===== config.mk =====
export PLATFORM = sky130hd
export DESIGN_NAME = seg_count_scan_ctrl
export DESIGN_NICKNAME = d
export VERILOG_FILES = /design/src/rtl/seg_count_scan_ctrl.sv
export SDC_FILE = /design/constraint.sdc
export NUM_CORES = 1
export LEC_CHECK = 0
export CAP_MARGIN = 20
export CORE_ASPECT_RATIO = 1.4
export CORE_MARGIN = 1.5
export CORE_UTILIZATION = 30
export CTS_CLUSTER_DIAMETER = 60
export DETAILED_ROUTE_END_ITERATION = 10
export PLACE_DENSITY = 0.47
export SLEW_MARGIN = 20
export SYNTH_ARGS = -nofsm -noshare
export SYNTH_HDL_FRONTEND = slang
export SYNTH_SLANG_ARGS = --single-unit
export TNS_END_PERCENT = 5

===== constraint.sdc =====
create_clock -name clk -period 5.73 [get_ports clk]
set_input_delay 0.8595 -clock clk [delete_from_list [all_inputs] [get_ports clk]]
set_output_delay 0.8595 -clock clk [all_outputs]
set_load 0.005 [all_outputs]

===== src/rtl/seg_count_scan_ctrl.sv =====
// rtl/seg_count_scan_ctrl.sv - 4-digit BCD event counter with multiplexed 7-seg scan
module seg_count_scan_ctrl #(
    parameter int SCAN_DIV = 50000,
    parameter bit BLANK_LZ = 1'b1
) (
    input  logic        clk,
    input  logic        reset,
    input  logic        inc,
    input  logic        dec,
    input  logic        clr,
    output logic [15:0] count_bcd,
    output logic        wrap,
    output logic [3:0]  an,
    output logic [6:0]  seg,
    output logic        dp
);

    typedef enum logic [1:0] {
        DIG0 = 2'd0,
        DIG1 = 2'd1,
        DIG2 = 2'd2,
        DIG3 = 2'd3
    } scan_state_t;

    localparam logic [15:0] PRESC_LAST = 16'(SCAN_DIV - 1);

    scan_state_t state;
    scan_state_t nxt_state;
    logic [15:0] presc;
    logic        presc_tc;
    logic [3:0]  sel_nib;
    logic        sel_blank;
    logic [3:1]  lz;
    logic [6:0]  nxt_seg;
    logic [3:0]  nxt_an;

    // BCD +1 with per-digit carry; 9999 rolls to 0000
    function automatic logic [15:0] bcd_inc(input logic [15:0] v);
        logic [15:0] r;
        logic        c;
        r = v;
        c = 1'b1;
        for (int i = 0; i < 4; i++) begin
            if (c) begin
                if (v[i*4 +: 4] == 4'd9) begin
                    r[i*4 +: 4] = 4'd0;
                end else begin
                    r[i*4 +: 4] = v[i*4 +: 4] + 4'd1;
                    c = 1'b0;
                end
            end
        end
        return r;
    endfunction

    // BCD -1 with per-digit borrow; 0000 rolls to 9999
    function automatic logic [15:0] bcd_dec(input logic [15:0] v);
        logic [15:0] r;
        logic        b;
        r = v;
        b = 1'b1;
        for (int i = 0; i < 4; i++) begin
            if (b) begin
                if (v[i*4 +: 4] == 4'd0) begin
                    r[i*4 +: 4] = 4'd9;
                end else begin
                    r[i*4 +: 4] = v[i*4 +: 4] - 4'd1;
                    b = 1'b0;
                end
            end
        end
        return r;
    endfunction

    function automatic logic [6:0] seg_decode(input logic [3:0] n);
        case (n)
            4'd0:    return 7'b1000000;
            4'd1:    return 7'b1111001;
            4'd2:    return 7'b0100100;
            4'd3:    return 7'b0110000;
            4'd4:    return 7'b0011001;
            4'd5:    return 7'b0010010;
            4'd6:    return 7'b0000010;
            4'd7:    return 7'b1111000;
            4'd8:    return 7'b0000000;
            4'd9:    return 7'b0010000;
            default: return 7'b1111111;
        endcase
    endfunction

    // Count register: clr wins, simultaneous inc+dec cancel, wrap pulses on rollover
    always_ff @(posedge clk or negedge reset) begin
        if (!reset) begin
            count_bcd <= 16'h0000;
            wrap      <= 1'b0;
        end else if (clr) begin
            count_bcd <= 16'h0000;
            wrap      <= 1'b0;
        end else if (inc && !dec) begin
            count_bcd <= bcd_inc(count_bcd);
            wrap      <= (count_bcd == 16'h9999);
        end else if (dec && !inc) begin
            count_bcd <= bcd_dec(count_bcd);
            wrap      <= (count_bcd == 16'h0000);
        end else begin
            wrap      <= 1'b0;
        end
    end

    // Next scan digit and the segment pattern it will show; the output registers
    // load from the next state so an and seg switch on the same edge as the FSM
    always_comb begin
        presc_tc  = (presc == PRESC_LAST);
        nxt_state = state;
        if (presc_tc) begin
            nxt_state = scan_state_t'(state + 2'd1);
        end
        lz[3] = (count_bcd[15:12] == 4'd0);
        lz[2] = lz[3] && (count_bcd[11:8] == 4'd0);
        lz[1] = lz[2] && (count_bcd[7:4] == 4'd0);
        sel_nib   = count_bcd[3:0];
        sel_blank = 1'b0;
        nxt_an    = 4'b1110;
        case (nxt_state)
            DIG0: begin sel_nib = count_bcd[3:0];   sel_blank = 1'b0;  nxt_an = 4'b1110; end
            DIG1: begin sel_nib = count_bcd[7:4];   sel_blank = lz[1]; nxt_an = 4'b1101; end
            DIG2: begin sel_nib = count_bcd[11:8];  sel_blank = lz[2]; nxt_an = 4'b1011; end
            DIG3: begin sel_nib = count_bcd[15:12]; sel_blank = lz[3]; nxt_an = 4'b0111; end
            default: begin sel_nib = count_bcd[3:0]; sel_blank = 1'b0; nxt_an = 4'b1110; end
        endcase
        nxt_seg = (BLANK_LZ && sel_blank) ? 7'b1111111 : seg_decode(sel_nib);
    end

    // Scan FSM with prescaler and registered digit/segment outputs
    always_ff @(posedge clk or negedge reset) begin
        if (!reset) begin
            state <= DIG0;
            presc <= 16'd0;
            an    <= 4'b1110;
            seg   <= 7'b1000000;
            dp    <= 1'b1;
        end else begin
            presc <= presc_tc ? 16'd0 : presc + 16'd1;
            state <= nxt_state;
            an    <= nxt_an;
            seg   <= nxt_seg;
            dp    <= 1'b1;
        end
    end

endmodule


# Word-level counts from Yosys, hierarchy flattened
# Memory sizes are Yosys's and may differ from the RTL's.
# Index checks and enable logic that the tools add are counted.
[totals] regBits=46 rom_bits=112 in_bits=5 out_inout_bits=29 word_cells=102 mem_count=1
[memory_table] name="(no name shown)" words=16 width=7 rd=1 rd_ports_with_merged_regs=0 write_ports=0 line_no="76" source="case (n)"
[classes] add_sub_neg=10 eq_ne=12 n_mux=51 reduce_logical=19
[ops] op="two-way mux 16 bit" n=4
[ops] op="two-way mux 4 bit" n=14
[ops] op="== test 16 bit, second input constant" n=2
[ops] op="case mux 4 bit (4 select lines)" n=2
[ops] op="two-way mux 1 bit" n=28
[ops] op="adder 16 x 1 -> 16 bit, second input constant" n=1
[ops] op="adder 4 x 1 -> 4 bit, second input constant" n=4
[ops] op="== test 4 bit, second input constant" n=4
[ops] op="zero test 16 bit" n=1
[ops] op="zero test 4 bit" n=4
[ops] op="subtractor 4 x 1 -> 4 bit, second input constant" n=4
[ops] op="nonzero test 3 bit" n=4
[ops] op="!= test 3 x 2 -> 1 bit, second input constant" n=3
[ops] op="AND reduction 3 bit" n=3
[ops] op="two-way mux 7 bit" n=1
[ops] op="== test 2 bit, second input constant" n=2
[ops] op="logical AND 1 bit" n=4
[ops] op="case mux 1 bit (4 select lines)" n=1
[ops] op="adder 2 x 1 -> 2 bit, second input constant" n=1
[ops] op="== test 2 x 1 -> 1 bit, second input constant" n=1
[ops] op="zero test 1 bit" n=2
[ops] op="zero test 2 bit" n=1
[ops] op="two-way mux 2 bit" n=1

# Longest topological paths before layout
[depth] ltp_word=17 depth_mapped=11 depth_no_buf=9

# Worst setup path before layout
# No wires, ideal clock.
[synth_path] path_type="input-to-reg" start="input port dec" end="register count_bcd[4]" setup_ns=0.077 arrival_time_ns=2.404 required_ns=5.653 path_slack_ns=3.249 stages=9 n_path_buf=3 path_cell_list="nand2b_1 -> buf_2 -> nand2b_1 -> buf_4 -> nor2_1 -> or3_1 -> clkbuf_1 -> or4_1 -> o21ai_1"
[synth_between] elab_chain_cells=4 word_cells_on_any_way=9 classes_between="1 x eq/ne; 2 x mux; 6 x reduce/logical"
[synth_lines] element="from (decl)" line_no="9" source="input logic dec,"
[synth_lines] element="zero test 1 bit" line_no="99" source="end else if (inc && !dec) begin"
[synth_lines] element="logical AND 1 bit" line_no="99"
[synth_lines] element="!= test 3 x 2 -> 1 bit (no line), or another cell as far along"
[synth_lines] element="AND reduction 3 bit (no line) / two-way mux 16 bit (equally long branches)"
[synth_lines] element="to (signal assigned)" line_no="100" source="count_bcd <= bcd_inc(count_bcd);"
[synth_lines] element="to (signal assigned)" line_no="103" source="count_bcd <= bcd_dec(count_bcd);"
[synth_lines] element="to (decl)" line_no="11" source="output logic [15:0] count_bcd,"
# Several ways; a longest one is shown, not always the timed one.
# A chain may end at the register's enable or synchronous reset.

# Final worst setup path
[layout_path] start="input port inc" end="register count_bcd[4]"
[layout_between] elab_chain_cells=4 word_cells_on_any_way=9 classes_between="1 x eq/ne; 2 x mux; 6 x reduce/logical"
[layout_lines] element="from (decl)" line_no="8" source="input logic inc,"
[layout_lines] element="zero test 1 bit" line_no="102" source="end else if (dec && !inc) begin"
[layout_lines] element="logical AND 1 bit" line_no="102"
[layout_lines] element="nonzero test 3 bit (no line)"
[layout_lines] element="AND reduction 3 bit (no line)"
# Several ways; a longest one is shown, not always the timed one.

==> impl_results.md <==
* Clock sinks at 46
* RSZ-0062 raised after global routing: false
* Num CTS Buffers at 5
* Largest net degree at the start of global routing at 47
* 1st-iter DRT viols at 133
* Slew headroom at 42.0%
* Clk root buf: clkbuf_16
* Via density at 5.05
* Met3 usage at 2.60%
* Overall power at 1.25 mW
* Simple logic cell fraction of the synthesized area at 23.1%
* Avg WL per Cell at 15.0 um
* Share of layout cells above drive strength 1 at 7.57%
* Starting density of the core at 31.0%
* First-pass GRT wire length at 13.0 mm
* CP max FO at 9
* Required time of the critical path at 5.95 ns
* Crit end category: flop
* Post-CTS Setup Bufs at 0
* VDD IR-drop max at 0.121 mV
* DRT Wirelength at 7.59 mm
* Status: complete, no violations
* GR Layer Usage met1 at 19.9%
* Die W at 88.8 um
* Switching power total at 0.442 mW
* Setup TNS at 0 ns
* Sw frac at 35.3%
* Ports at 34
* WP data arrival at 3.25 ns
* Ant diodes at 0
* Post-synthesis mux area share at 5.34%
* Post-layout minimum cycle time at 3.03 ns
* Final hold violation count at 0
* Compound-Gate Fraction of Synth Area at 17.7%
* Via count at 2551
* Number of synthesized flops with an enable pin at 0
* Synth top area share at 34.0%
* Remaining antenna violation count at 0
* Die Height at 123 um
* Placed cell count at 497
* Port Buffers at 32
* Crit share post-route at 52.9%
* Main synth FF type: dfrtp_1
* Synthesized cell area at 3090 um^2
* DIE AREA at 10900 um^2
* Pre-antenna DRT Iters at 4
* Fmax at 330 MHz
* Post-synth top cells: dfrtp_1 (42), nor2_1 (40), nand2_1 (28)
* Sequential-to-total area share from yosys stat at 37.4%
* DP HPWL at 5.38 mm
* Total of max-cap violations at 0
* Vias in the first global route at 2543
* Fill cells at 996
* P_leak at 1.50 nW
* Flop pwr share at 38.3%
* Cell count after synthesis at 348
* Clock power frac at 26.0%
* Post-synthesis xor/xnor area fraction at 4.82%
* Gates resized, CTS repair at 0
* Yosys warnings at 0
* M2 GR Usage at 25.3%
* Final Max Tran Viols at 0
* Cell taking the most area after synthesis: dfrtp_1
* H-Tree Depth at 2
* Number of hold buffers added after CTS at 0
* WS Path Type: in2reg
* Final nets at 390
* Ys async rst share at 100%
* Max stage delay cell, worst path: nor2b_1
* Post-route DRC at 0
* Slew @ Worst Pin at 0.864 ns
* GRT Util Overall at 15.5%
* Cell-internal power at 0.810 mW
* Most used routing layer: met2
* Clock transition at path regs at 0.06 ns
* Skew-Pair Late Insertion Delay at 0.29 ns
* Final Non-Filler Cells at 505
* Largest stage delay on the critical path at 0.55 ns
* Synth area leaders: dfrtp_1 (34%), ha_1 (6.5%), nor2_1 (4.9%), mux2i_1 (3.9%), dfstp_2 (3.4%)
* Post-synthesis adder-cell area fraction at 6.48%
* Initial antenna violation count at 0
* Finish-stage setup viols at 0
* Gate power share at 35.8%
* Post-synthesis net count at 369
* Critical Path, Cell by Cell: clkdlybuf4s50_1 > nor2b_1 > nor3_1 > or3_1 > or4_1 > o21ai_1
* Grt ovf at 0
* CTS tree: built
* Row cnt at 43
* Min-delay worst type: reg2reg
* Final core utilization at 36.6%
* Yosys reg bits at 46
* Yosys cell types at 57
* Area growth syn-to-layout at 17.9%
* RD Place Congestion at 0.938
* Core area at 9950 um^2
* Post-Synthesis Mean Instance Area at 8.88 um^2
* Count leader, synth: dfrtp_1
* Clk_skew at 0.00490 ns
* Largest family of logic cells by synthesized area: simple AND/OR/NAND/NOR gates
* PD cells at 344 nW/um^2
* Clock Tree Buf Depth at 2
* Startpoint Class: input pin
[power groups by stage]
stage               registers, mW  logic (mW)  clock network [mW]
floorplan                   0.436       0.293                   0
global placement            0.487       0.452                   0
detailed placement          0.487       0.446                   0
CTS                         0.481       0.449               0.336
global route                0.493       0.504               0.353
finish                      0.479       0.448               0.325
[registers in the layout, indices dropped and copies added, names as in the netlist]
name	count
state	2
an	4
wrap	1
seg	7
count_bcd	16
presc	16
[cell families (layout without fill, tap and decap cells)]
kind of cell	count (synthesis)	in the layout
compound gates	81	81
xor+xnor	17	17
fa+ha+maj	16	16
buf+inv	32	54
flops	46	46
mux	16	16
other cells	1	1
simple gates	139	139
[stage by stage]
| stage | setup WS (ns) | hold slack (ns) | cell area [um^2] |
|---|---|---|---|
| global placement | 2.44 | 0.444 | 3480 |
| detailed placement | 2.42 | 0.443 | 3480 |
| CTS | 2.72 | 0.452 | 3640 |
| floorplan | 3.25 | 0.425 | 3090 |
| global route | 2.59 | 0.475 | 3640 |
| finish | 2.70 | 0.451 | 3640 |
[layout make-up]
cell class | instances | area, um^2 | area share (%)
multi-input combinational | 270 | 1780 | 48.8
clock buffer | 7 | 133 | 3.64
clock inverter | 1 | 30.0 | 0.824
timing repair buffer | 34 | 330 | 9.07
inverter | 12 | 45.0 | 1.24
sequential | 46 | 1160 | 31.7
tap | 135 | 169 | 4.64
[critical path: cells and delay by family]
kind            cells  cell delay, ns
compound gates      1            0.08
simple gates        4            1.82
buf+inv             1            0.49
[path summary, 6_finish.rpt]
check / start / slack [ns] / depth (start not counted) / to
min in group asynchronous: reset / 0.67 / 2 / count_bcd[7]
setup reg to reg: presc[11] / 2.88 / 8 / seg[3]
setup / recovery: inc / 2.70 / 6 / count_bcd[4]
hold / removal: presc[0] / 0.45 / 1 / presc[0]
max in group asynchronous: reset / 4.66 / 2 / seg[3]
hold reg to reg: presc[0] / 0.45 / 1 / presc[0]
[placed cells by master (no fill, tap or decap), types with 5 or more instances in the layout]
cell type,Yosys,final
nand3_1,13,13
and2_1,6,6
clkbuf_16,0,5
nor2_1,40,40
o21ai_0,18,18
a211oi_1,6,6
o21ai_1,6,6
o31ai_1,6,6
dfrtp_1,42,42
xnor2_1,6,6
nand2_1,28,28
nor3_1,5,5
nor2b_1,8,8
ha_1,16,16
clkdlybuf4s50_1,0,31
and3_1,6,6
mux2i_1,12,12
a21oi_1,16,16
xor2_1,11,11
inv_1,11,11
nand2b_1,8,8
a31oi_1,6,6
nand3b_1,6,6
[layer usage]
| metal | up-vias | routed length (um) |
|---|---|---|
| li1 | 1275 | - |
| met1 | 1216 | 3390 |
| met2 | 50 | 3850 |
| met3 | 10 | 190 |
| met4 | 0 | 158 |
| met5 | - | 0 |
Power figures use the tool's default switching activity.
